--- config.mk ---
export PLATFORM = sky130hd
export DESIGN_NAME = interboard_receiver
export DESIGN_NICKNAME = d
export VERILOG_FILES = /design/src/rtl/interboard_receiver.sv
export SDC_FILE = /design/constraint.sdc
export NUM_CORES = 1
export LEC_CHECK = 0
export CAP_MARGIN = 30
export CORE_UTILIZATION = 51
export DETAILED_ROUTE_END_ITERATION = 10
export PLACE_DENSITY = 0.74
export SLEW_MARGIN = 5
export SYNTH_ARGS = -nofsm -noshare
export SYNTH_HDL_FRONTEND = slang
export SYNTH_SLANG_ARGS = --single-unit
--- constraint.sdc ---
create_clock -name clk -period 1.8 [get_ports clk]
set_input_delay 0.27 -clock clk [delete_from_list [all_inputs] [get_ports clk]]
set_output_delay 0.27 -clock clk [all_outputs]
set_load 0.05 [all_outputs]
--- src/rtl/interboard_receiver.sv ---
// Two-beat, four-phase handshake receiver for the inter-board link.
// Synchronizes the remote request/data and delivers {msg_type, number}.
module interboard_receiver #(
    parameter int          SYNC_STAGES = 2,
    parameter logic [15:0] TIMEOUT     = 16'd50000,
    parameter logic [2:0]  RST_MSG     = 3'd7
) (
    input  logic       clk,
    input  logic       rst,
    input  logic       Request_in,
    input  logic [5:0] inter_data_in,
    output logic       Ack_out,
    output logic       interboard_en,
    output logic [2:0] interboard_msg_type,
    output logic [4:0] interboard_number,
    output logic       interboard_rst,
    output logic       proto_err
);

    typedef enum logic [2:0] {
        IDLE,
        ACK0,
        WAIT1,
        ACK1,
        DELIVER
    } state_t;

    state_t                       state;
    logic [SYNC_STAGES-1:0]       req_sync;
    logic [SYNC_STAGES-1:0][5:0]  data_sync;
    logic                         req_s;
    logic [5:0]                   data_s;
    logic [15:0]                  cnt;
    logic [2:0]                   msg_q;
    logic [4:0]                   num_q;
    logic                         bad;
    logic [2:0]                   fill;
    logic                         armed;

    assign req_s  = req_sync[SYNC_STAGES-1];
    assign data_s = data_sync[SYNC_STAGES-1];

    // Bring the asynchronous request and data bus into the clk domain.
    always_ff @(posedge clk or negedge rst) begin
        if (!rst) begin
            req_sync  <= '0;
            data_sync <= '0;
        end else begin
            req_sync  <= {req_sync[SYNC_STAGES-2:0], Request_in};
            data_sync <= {data_sync[SYNC_STAGES-2:0], inter_data_in};
        end
    end

    // After reset, wait for the chain to fill and the request to be low,
    // so a request left high across reset is not taken as a new beat.
    always_ff @(posedge clk or negedge rst) begin
        if (!rst) begin
            fill  <= '0;
            armed <= 1'b0;
        end else begin
            if (fill != 3'(SYNC_STAGES))
                fill <= fill + 3'd1;
            else if (!req_s)
                armed <= 1'b1;
        end
    end

    // Handshake state machine with registered acknowledge and pulses.
    always_ff @(posedge clk or negedge rst) begin
        if (!rst) begin
            state               <= IDLE;
            Ack_out             <= 1'b0;
            interboard_en       <= 1'b0;
            interboard_rst      <= 1'b0;
            proto_err           <= 1'b0;
            interboard_msg_type <= '0;
            interboard_number   <= '0;
            msg_q               <= '0;
            num_q               <= '0;
            bad                 <= 1'b0;
            cnt                 <= '0;
        end else begin
            interboard_en  <= 1'b0;
            interboard_rst <= 1'b0;
            proto_err      <= 1'b0;
            unique case (state)
                IDLE: begin
                    if (armed && req_s) begin
                        Ack_out <= 1'b1;
                        state   <= ACK0;
                        if (data_s[5]) begin
                            msg_q <= data_s[2:0];
                            bad   <= 1'b0;
                        end else begin
                            bad   <= 1'b1;
                        end
                    end
                end
                ACK0: begin
                    if (!req_s) begin
                        Ack_out <= 1'b0;
                        if (bad) begin
                            proto_err <= 1'b1;
                            state     <= IDLE;
                        end else begin
                            cnt   <= '0;
                            state <= WAIT1;
                        end
                    end
                end
                WAIT1: begin
                    if (req_s) begin
                        Ack_out <= 1'b1;
                        state   <= ACK1;
                        if (!data_s[5])
                            num_q <= data_s[4:0];
                        else
                            bad   <= 1'b1;
                    end else if (cnt == TIMEOUT - 16'd1) begin
                        proto_err <= 1'b1;
                        state     <= IDLE;
                    end else begin
                        cnt <= cnt + 16'd1;
                    end
                end
                ACK1: begin
                    if (!req_s) begin
                        Ack_out <= 1'b0;
                        if (bad) begin
                            proto_err <= 1'b1;
                            state     <= IDLE;
                        end else begin
                            state <= DELIVER;
                        end
                    end
                end
                DELIVER: begin
                    interboard_msg_type <= msg_q;
                    interboard_number   <= num_q;
                    interboard_en       <= 1'b1;
                    interboard_rst      <= (msg_q == RST_MSG);
                    state               <= IDLE;
                end
                default: state <= IDLE;
            endcase
        end
    end

endmodule

==> results of run 1 <==
[sequential cells by signal (all words and copies together), names as in the netlist, 2 cells and up]
register,count
req_sync,2
fill,3
interboard_msg_type,3
data_s,6
num_q,5
msg_q,3
interboard_number,5
data_sync,6
cnt,16
state,3
[kinds of logic after synthesis]
logic type,after synthesis,share of synthesized area
XOR/XNOR,1,0.00348
flip-flops,58,0.576
AND/OR/NAND/NOR,70,0.180
AO/OA/AOI/OAI,40,0.119
multiplexers,18,0.0804
adder cells (fa/ha/maj),3,0.0149
buffers and inverters,12,0.0263
[per-layer routing]
metal / vias up / GRT usage / share of wire
li1: 858 / - / -
met1: 880 / 0.270 / 0.44
met2: 47 / 0.336 / 0.50
met3: 6 / 0.0694 / 0.047
met4: 0 / 0.111 / 0.014
met5: - / 0 / 0
[worst reg2reg max path, cell delays in order, from the launching register on]
cell      delay [ps]
dfrtp_1          380
buf_4            170
nand2b_1         170
nor2_2           250
nand3b_1         280
mux2_2           350
[final timing paths]
path,end,from,slack [ps]
worst max-delay path,interboard_msg_type[2],interboard_msg_type[2],50
worst min-delay path,data_s[2],data_sync[2],350
worst max register to register,num_q[2],state[0],90
worst min register to register,data_s[2],data_sync[2],350
max in group asynchronous,cnt[2],rst,840
min in group asynchronous,interboard_number[2],rst,410
[power groups by stage]
stage	Clock [mW]	Combinational, mW	Sequential (mW)
2_1_floorplan	0	0.266	1.80
3_3_place_gp	0	0.690	1.63
3_5_place_dp	0	0.709	1.64
4_1_cts	1.08	0.724	1.62
5_1_grt	1.14	0.789	1.65
6_report	1.05	0.733	1.62
[cells in the final DEF (no fill, tap or decap), types with 3 or more instances in the layout]
cell type        instances
clkinvlp_4               3
nor2b_1                  4
o21ai_0                  6
nor3_1                   5
a31oi_1                  4
mux2_2                  15
nor4_1                   4
a21oi_1                  9
mux2_1                   3
nand3_1                  3
dfrtp_1                 57
clkdlybuf4s50_1         16
and4bb_2                 3
clkbuf_8                10
nand4_1                  5
o211ai_1                 3
and4_1                   3
buf_4                   21
a221o_1                  3
nand2_1                 10
a211o_1                  3
inv_1                    4
nor2_1                  12
[cell usage after synthesis (2+ instances only)]
cell,n
and4_1,3
buf_4,3
dfrtp_1,58
inv_1,4
nor3_1,5
nand2b_2,2
mux2_1,3
and4bb_2,3
nor2_1,13
ha_1,3
a221o_1,3
buf_2,2
o211ai_1,3
or4_1,2
a211o_1,3
nand4_1,5
and3b_2,2
nand2_1,10
nand2b_1,2
mux2_2,15
nand3_1,3
o21ai_0,6
a31oi_1,4
o311a_1,2
nor3b_1,2
and3_1,2
nor2b_1,4
a21oi_1,10
nor4_1,4
[area by class of cell]
| type | instances | share of cell area |
|---|---|---|
| timing repair buffer | 43 | 0.126 |
| sequential | 58 | 0.460 |
| clock buffer | 10 | 0.0436 |
| clock inverter | 6 | 0.0131 |
| inverter | 4 | 0.00476 |
| tap | 67 | 0.0266 |
| multi-input combinational | 132 | 0.326 |
[per-stage QoR]
stage	instances	util	setup TNS, ps	setup WS [ps]	instance area [um^2]
final	320	0.668	0	46.0	3160
after CTS	320	0.663	0	3.68	3130
after global routing	320	0.668	-106	-36.3	3160
after global placement	302	0.617	0	26.0	2920
after floorplan	202	-	0	78.5	2520
after detailed placement	302	0.617	-65.3	-22.9	2920
[repair_timing]
item	in CTS	in global routing
pin swaps	0	3
hold endpoints to repair	17	0
resized for setup	2	6
hold buffers	1	0
buffers inserted	1	0
endpoints found under the setup margin	5	12
==> results.md, run 1 <==
- Switch share: 0.310
- Cells after synthesis: 202
- Synth Cell Area: 2520 um^2
- Top-area cell type share of the netlist area: 0.576
- Synth warnings: 0
- DRC: 0
- Worst-skew pair later-pin latency: 330 ps
- CP required: 1530 ps
- Dpl hpwl: 3310 um
- Worst slew pin tran: 527 ps
- # IOs: 21
- Inserted Diodes: 0
- All-Layer GR Usage: 0.215
- Most area-hungry cell type in the Yosys netlist: dfrtp_1
- IO buf count: 20
- CTS tree: built
- Layout Skew: 5.11 ps
- Sequential element share of the synthesized area: 0.576
- Peak VDD IR: 0.934 mV
- Gr ovfl total: 0
- Min Tclk post-route: 1750 ps
- Main synth FF type: dfrtp_1
- CP Cell Sequence: clkdlybuf4s50_1
- Clock Tree Root: clkbuf_8
- Largest net degree at the start of global routing: 42
- Die height: 72.3 um
- Leakage power: 1.42 nW
- Synth cell types: 50
- Post-route ant nets: 0
- Share of layout cells above drive strength 1: 0.285
- Seq cells post-synth: 58
- CP startpoint kind: flop
- Achievable clock frequency: 570 MHz
- Pwr/cell area: 1080 nW/um^2
- Die X: 72.3 um
- Ys async rst share: 1.00
- Sw Pwr: 1.06 mW
- WP depth: 1
- Crit path max-delay family: buffers and inverters
- Slew HR: 0.648
- Post-synth EDFFs: 0
- Clk slew on worst S/H paths: 70 ps
- Setup crit end kind: output port
- Initial Util: 0.534
- Status: finished, final reports clean
- First-pass GRT wire length: 8290 um
- Starting DRT DRC Count: 94
- Worst Path Buf+Inv: 1
- Site Rows: 25
- Mean area per synthesized cell: 12.5 um^2
- HP Class: reg -> reg
- Via/cell ratio: 5.60
- Fin. max-slew vios: 0
- CP arrival: 1480 ps
- Core Region: 4720 um^2
- Clock sink count: 58
- Clock power share: 0.309
- Post-Route WL: 4810 um
- Total clock buffers created by CTS: 9
- Pre-antenna DRT Iters: 4
- Max incr delay on CP: 800 ps
- Routed vias: 1791
- # setup viols final: 0
- Combinational share of power: 0.215
- Synthesized net count: 214
- RePlAce Congestion: 0.889
- Max-cap violations: 0
- Max Root-Sink Buffers: 2
- Worst hold slack: 350 ps
- WL per Instance: 15.0 um
- CP Max Fanout: 2
- Antenna violations before repair: 0
- Vias in the first global route: 1797
- Worst setup path category: reg -> out
- Nets@finish: 260
- Crit-path slowest cell: clkdlybuf4s50_1
- Fillers: 366
- Cells on worst reg2reg path: 5
- Cell internal pwr: 2.35 mW
- FF/Latch Area: 1450 um^2
- Flop pwr share: 0.475
- Area contributors post-synth: dfrtp_1, mux2_2, a21oi_1
- Worst hold stages: 0
- Final period util: 0.974
- Multi-input gate area: 1030 um^2
- Total Power: 3.41 mW
- Die area: 5230 um^2
- H-tree depth: 3
- Area grow syn2layout: 25.2%
- Hold Fails Final Rpt: 0
No activity file was read; power rests on OpenSTA's default activity.
==> inputs of run 2 (changes only) <==
CORE_UTILIZATION = 55   (was 51)
PLACE_DENSITY = 0.76   (was 0.74)
clock period = 1.9 ns   (was 1.8 ns; I/O delays follow)
==> run 2 against run 1 <==
Compared with the run above: cell area is 4.1% lower; cell count decreased by 9.1%; worst setup slack improved by 35 ps; clock skew grew 2.0 ps; worst hold slack improved by 0.70 ps; clock power rose by 5%; register-to-register slack barely moved; sequential power shrank 4%; global-route usage rose by 1.5 points; first-iteration DRC count up 91%; critical path depth up 4; sequential share of layout area increased by 1.9 points; critical path type is now reg -> reg; largest cell class unchanged.
==> results.md, run 2 (same netlist as run 1, synthesis figures left out) <==
- Status: finished, final reports clean
- Worst Hold Launch: data_sync[3]
- Post-route ant nets: 0 (unchanged)
- Most frequent cells in the layout: dfrtp_1, clkdlybuf4s50_1, mux2_2
- Hold Path End: data_s[3]
- IO buf count: 20 (unchanged)
- Worst-skew pair later-pin latency: 330 ps (about the same)
- H-tree depth: 3 (unchanged)
- Worst Path Buf+Inv: 1 (unchanged)
- Max incr delay on CP: 490 ps (-310 ps)
- Post-layout util: 0.690 (+0.0223)
- Clk slew on worst S/H paths: 60 ps (about the same)
- Clock Tree Root: clkbuf_8
- Max-cap violations: 0 (unchanged)
- Worst setup path category: reg -> reg
- Clock sink count: 58 (unchanged)
- Post-Route WL: 4890 um (+1.7%)
- Share of layout cells above drive strength 1: 0.230 (-0.0545)
- Pwr/cell area: 1090 nW/um^2 (+0.81%)
- Die area: 4860 um^2 (-7.1%)
- # IOs: 21 (unchanged)
- Worst hold stages: 0 (unchanged)
- Crit-path slowest cell: dfrtp_1
- Die height: 69.7 um (-3.6%)
- Max Root-Sink Buffers: 2 (unchanged)
- Setup crit end kind: flop
- Leakage power: 1.33 nW (-5.8%)
- Peak VDD IR: 0.865 mV (-7.4%)
- Nets@finish: 248 (-4.6%)
- Inserted Diodes: 0 (unchanged)
- CTS tree: built
- Max reg flops: 16 (unchanged)
- HP Class: reg -> reg
- Routed vias: 1746 (-2.5%)
- CP required: 2110 ps (+580 ps)
- Die X: 69.7 um (-3.6%)
- Final period util: 0.957
- Cells on worst reg2reg path: 5 (unchanged)
- Slew HR: 0.661 (+0.0134)
- Most common cell after layout, fill and taps aside: dfrtp_1
- Largest net degree at the start of global routing: 59 (+40%)
- Worst slew pin tran: 507 ps (-20.8 ps)
- R2R Setup Slk: 80 ps (about the same)
- Total clock buffers created by CTS: 9 (unchanged)
- CP startpoint kind: flop
- CP Cell Sequence: nor4b_4, a41oi_4, buf_4, and3b_2, a221o_1
- Crit path max-delay family: simple AND/OR/NAND/NOR gates
- Area grow syn2layout: 20.1%
- Fin area: 3030 um^2 (-4.1%)
- Area post-placement: 2800 um^2 (-3.9%)
- DRC: 0 (unchanged)
- CP arrival: 2030 ps (+550 ps)
- Worst R2R End: cnt[12]
- Fin. max-slew vios: 0 (unchanged)
- Site Rows: 24 (-4.0%)
- Min Tclk post-route: 1820 ps
- Hold Fails Final Rpt: 0 (unchanged)
- Via/cell ratio: 6.00 (+7.2%)
- Setup TNS: 0 ps (unchanged)
- Starting DRT DRC Count: 180 (+91%)
- Gr ovfl total: 0 (unchanged)
- Achievable clock frequency: 550 MHz
- Antenna violations before repair: 0 (unchanged)
- Vias in the first global route: 1801 (+0.22%)
- WL per Instance: 16.8 um (+12%)
- Dpl hpwl: 3330 um (+0.59%)
- Pre-antenna DRT Iters: 4 (unchanged)
- First-pass GRT wire length: 8550 um (+3.1%)
- Top reg by flops: cnt
- RSZ-0062 raised after global routing: no
- Initial Util: 0.575 (+0.0413)
- RePlAce Congestion: 0.921 (+3.7%)
- Layout Skew: 7.15 ps (+2.03 ps)
- CP Max Fanout: 9 (+7)
- All-Layer GR Usage: 0.230 (+0.0149)
- Reg-to-Reg Start: cnt[7]
- Core Region: 4380 um^2 (-7.2%)
- # setup viols final: 0 (unchanged)
==> run 2: cell types whose count changed in the layout (fill, tap and decap cells not counted), sizes merged <==
cell	delta
bufinv	+1
inv	-1
clkbuf	+1
clkinvlp	-3
dlymetal6s2s	-2
buf	-13
clkdlybuf4s50	+3
==> run 2: routing by layer <==
layer,part of all wire,global-route usage,up-vias
li1,-,-,825
met1,0.46,0.307,872
met2,0.49,0.348,41
met3,0.033,0.0741,8
met4,0.020,0.100,0
met5,0,0,-
==> run 2: worst max path at each step <==
stage	start	end	cells past startpoint
2_1_floorplan	cnt[0]	cnt[12]	5
3_3_place_gp	state[2]	cnt[13]	4
3_5_place_dp	state[2]	cnt[13]	4
4_1_cts	state[2]	cnt[13]	4
5_1_grt	cnt[7]	cnt[12]	5
6_report	cnt[7]	cnt[12]	5
==> run 2: power by group <==
| group | internal, mW | total, mW | switching (mW) |
|---|---|---|---|
| Clock | 0.657 | 1.10 | 0.445 |
| Combinational | 0.279 | 0.648 | 0.369 |
| Sequential | 1.41 | 1.55 | 0.131 |
==> run 2: worst register-to-register path, stage by stage (launching register included) <==
cell	delay, ps
dfrtp_1	490
nor4b_4	400
a41oi_4	170
buf_4	190
and3b_2	200
a221o_1	260
==> run 2: what timing repair did <==
action                                 4_1_cts  5_1_grt
setup endpoints to repair                    0        7
endpoints found under the hold margin       58        0
setup buffers                                0        2
hold buffers                                 1        0
gates resized for setup                      0        2
==> run 2: area by class of cell <==
class,count,area (um^2)
flip-flops and latches,58,1450
fillers,322,1360
well taps,52,65.1
multi-input cells,132,1010
repair buffers,31,293
clock inverters,3,40.0
clock buffers,11,151
inverters,4,15.0
==> run 2: through the flow <==
| stage | total power [mW] | hold slack [ps] | setup WS [ps] | cells |
|---|---|---|---|---|
| 2_1_floorplan | 1.96 | -10.6 | 179 | 202 |
| 3_3_place_gp | 2.17 | 302 | 104 | 274 |
| 3_5_place_dp | 2.20 | 323 | 32.1 | 274 |
| 4_1_cts | 3.31 | 350 | 22.8 | 289 |
| 5_1_grt | 3.45 | 356 | 2.23 | 291 |
| 6_report | 3.30 | 350 | 81.4 | 291 |
==> inputs of run 3 (changes only) <==
SETUP_SLACK_MARGIN = 0.4   (was default)
SKIP_CTS_REPAIR_TIMING = 1   (was default)
==> run 3 against run 2 <==
Compared with the run above: core utilization grew 7.9 points; clock skew is essentially flat; largest cell class unchanged; clock power grew 13%; die area is the same; register-to-register slack gained 60 ps; combinational power grew 25%.
==> results.md, run 3 (same netlist as run 1, synthesis figures left out) <==
- Routed vias: 1933 (+11%)
- CP required: 2120 ps (about the same)
- Peak VDD IR: 0.774 mV (-11%)
- CP Cell Sequence: nor4b_4, a41oi_4, buf_12, and3b_2, a221o_1
- Crit path max-delay family: simple AND/OR/NAND/NOR gates
- Pre-antenna DRT Iters: 4 (unchanged)
- Gr ovfl total: 0 (unchanged)
- RePlAce Congestion: 0.942 (+2.3%)
- Initial Util: 0.575 (unchanged)
- Final period util: 0.925 (-0.0321)
- Pwr/cell area: 1070 nW/um^2 (-1.7%)
- Max reg flops: 16 (unchanged)
- Crit path to: cnt[12]
- Die X: 69.7 um (unchanged)
- Core Region: 4380 um^2 (unchanged)
- Inserted Diodes: 0 (unchanged)
- Nets@finish: 266 (+7.3%)
- # IOs: 21 (unchanged)
- Total clock buffers created by CTS: 9 (unchanged)
- WL per Instance: 19.0 um (+13%)
- Worst Path Buf+Inv: 1 (unchanged)
- Vias in the first global route: 1763 (-2.1%)
- Layout Skew: 7.59 ps (+0.447 ps)
- Crit-path slowest cell: dfrtp_2
- Clock power share: 0.343 (+0.009)
- Worst setup path category: reg -> reg
- Worst R2R End: cnt[12]
- Dpl hpwl: 3400 um (+2.1%)
- Via/cell ratio: 6.24 (+3.9%)
- Achievable clock frequency: 569 MHz (+3.5%)
- Max incr delay on CP: 430 ps (-60 ps)
- Total Power: 3.61 mW (+9.6%)
- Fin. max-slew vios: 0 (unchanged)
- Most frequent cells in the layout: dfrtp_1, buf_4, mux2_2
- Cells on worst reg2reg path: 5 (unchanged)
- Reg-to-Reg Start: cnt[7]
- Top reg by flops: cnt
- Max Root-Sink Buffers: 2 (unchanged)
- IO buf count: 20 (unchanged)
- Site Rows: 24 (unchanged)
- Largest net degree at the start of global routing: 38 (-36%)
- Post-Route WL: 5880 um (+20%)
- Starting DRT DRC Count: 235 (+31%)
- Setup crit end kind: flop
- Antenna violations before repair: 0 (unchanged)
- Flop pwr share: 0.431 (-0.038)
- Clock sink count: 58 (unchanged)
- Clk slew on worst S/H paths: 60 ps (about the same)
- All-Layer GR Usage: 0.235 (+0.00481)
- Leakage power: 1.66 nW (+25%)
- R2R Setup Slk: 140 ps (+60 ps)
- Worst-skew pair later-pin latency: 340 ps (about the same)
- Worst slew pin tran: 527 ps (+20.4 ps)
- # setup viols final: 0 (unchanged)
- First-pass GRT wire length: 8470 um (-0.97%)
- Die area: 4860 um^2 (unchanged)
- Sw Pwr: 1.05 mW (+11%)
- Setup TNS: 0 ps (unchanged)
- WP depth: 5 (unchanged)
- Slew HR: 0.648 (-0.0131)
- HP Class: reg -> reg
- CP startpoint kind: flop
- Crit path from: cnt[7]
- Combinational share of power: 0.225 (+0.028)
- Fillers: 249 (-23%)
- Min Tclk post-route: 1760 ps (-61.0 ps)
- Clock Tree Root: clkbuf_8
- Most common cell after layout, fill and taps aside: dfrtp_1
- Share of layout cells above drive strength 1: 0.380 (+0.150)
- CP Max Fanout: 10 (+1)
- Multi-input gate area: 1140 um^2 (+13%)
- RSZ-0062 raised after global routing: yes
- H-tree depth: 3 (unchanged)
- DRC: 0 (unchanged)
- Switch share: 0.290 (+0.00328)
- CP arrival: 1970 ps (-60 ps)
- Cell internal pwr: 2.56 mW (+9.1%)
- CTS tree: built
- Post-route ant nets: 0 (unchanged)
- Hold Fails Final Rpt: 0 (unchanged)
- Die height: 69.7 um (unchanged)
- Max-cap violations: 0 (unchanged)
- Status: finished, final reports clean
- FF/Latch Area: 1460 um^2 (+0.69%)
- Area grow syn2layout: 33.9%
## run 3: metal layers
layer,routed length [um],up-vias,global-route usage
met5,0,-,0
met2,3000,67,0.368
met1,2450,982,0.306
li1,-,869,-
met3,319,15,0.0523
met4,110,0,0.129
## run 3: worst min path at each step
stage	start	to	slack, ps	depth (start not counted)
CTS	rst	interboard_msg_type[1]	-70	1
global placement	rst	interboard_number[2]	290	1
global route	data_sync[3]	data_s[3]	350	0
finish	data_sync[5]	data_s[5]	350	0
detailed placement	rst	interboard_msg_type[1]	290	1
floorplan	rst	Ack_out	-10	0
## run 3: final cells by class
| cell class | instances | share of cell area |
|---|---|---|
| Clock inverter | 5 | 0.0234 |
| Tap cell | 52 | 0.0193 |
| Clock buffer | 10 | 0.0408 |
| Multi-Input combinational cell | 133 | 0.337 |
| Timing Repair Buffer | 48 | 0.142 |
| Sequential cell | 58 | 0.433 |
| Inverter | 4 | 0.00445 |
## run 3: power groups by stage
stage	registers [mW]	logic, mW	clock network [mW]
finish	1.56	0.813	1.24
global route	1.58	0.860	1.32
CTS	1.55	0.670	1.25
detailed placement	1.57	0.662	0
global placement	1.55	0.644	0
floorplan	1.71	0.269	0
## run 3: through the flow
stage                      util  cell area [um^2]  hold slack, ps  setup slack [ps]  instances
after floorplan               -              2540           -10.6               271        202
after global placement    0.652              2860             287               151        278
after detailed placement  0.652              2860             291              94.4        278
after CTS                 0.701              3070           -72.9              79.2        293
after global routing      0.770              3370             350              82.2        310
final                     0.770              3370             348               142        310
## run 3: worst reg2reg max path: cells and delay by family, from the launching register on
family	cells	cell delay [ps]
and+or+nand+nor	2	560
AOI/OAI and AO/OA	2	450
DFF	1	430
buffers and inverters	1	190
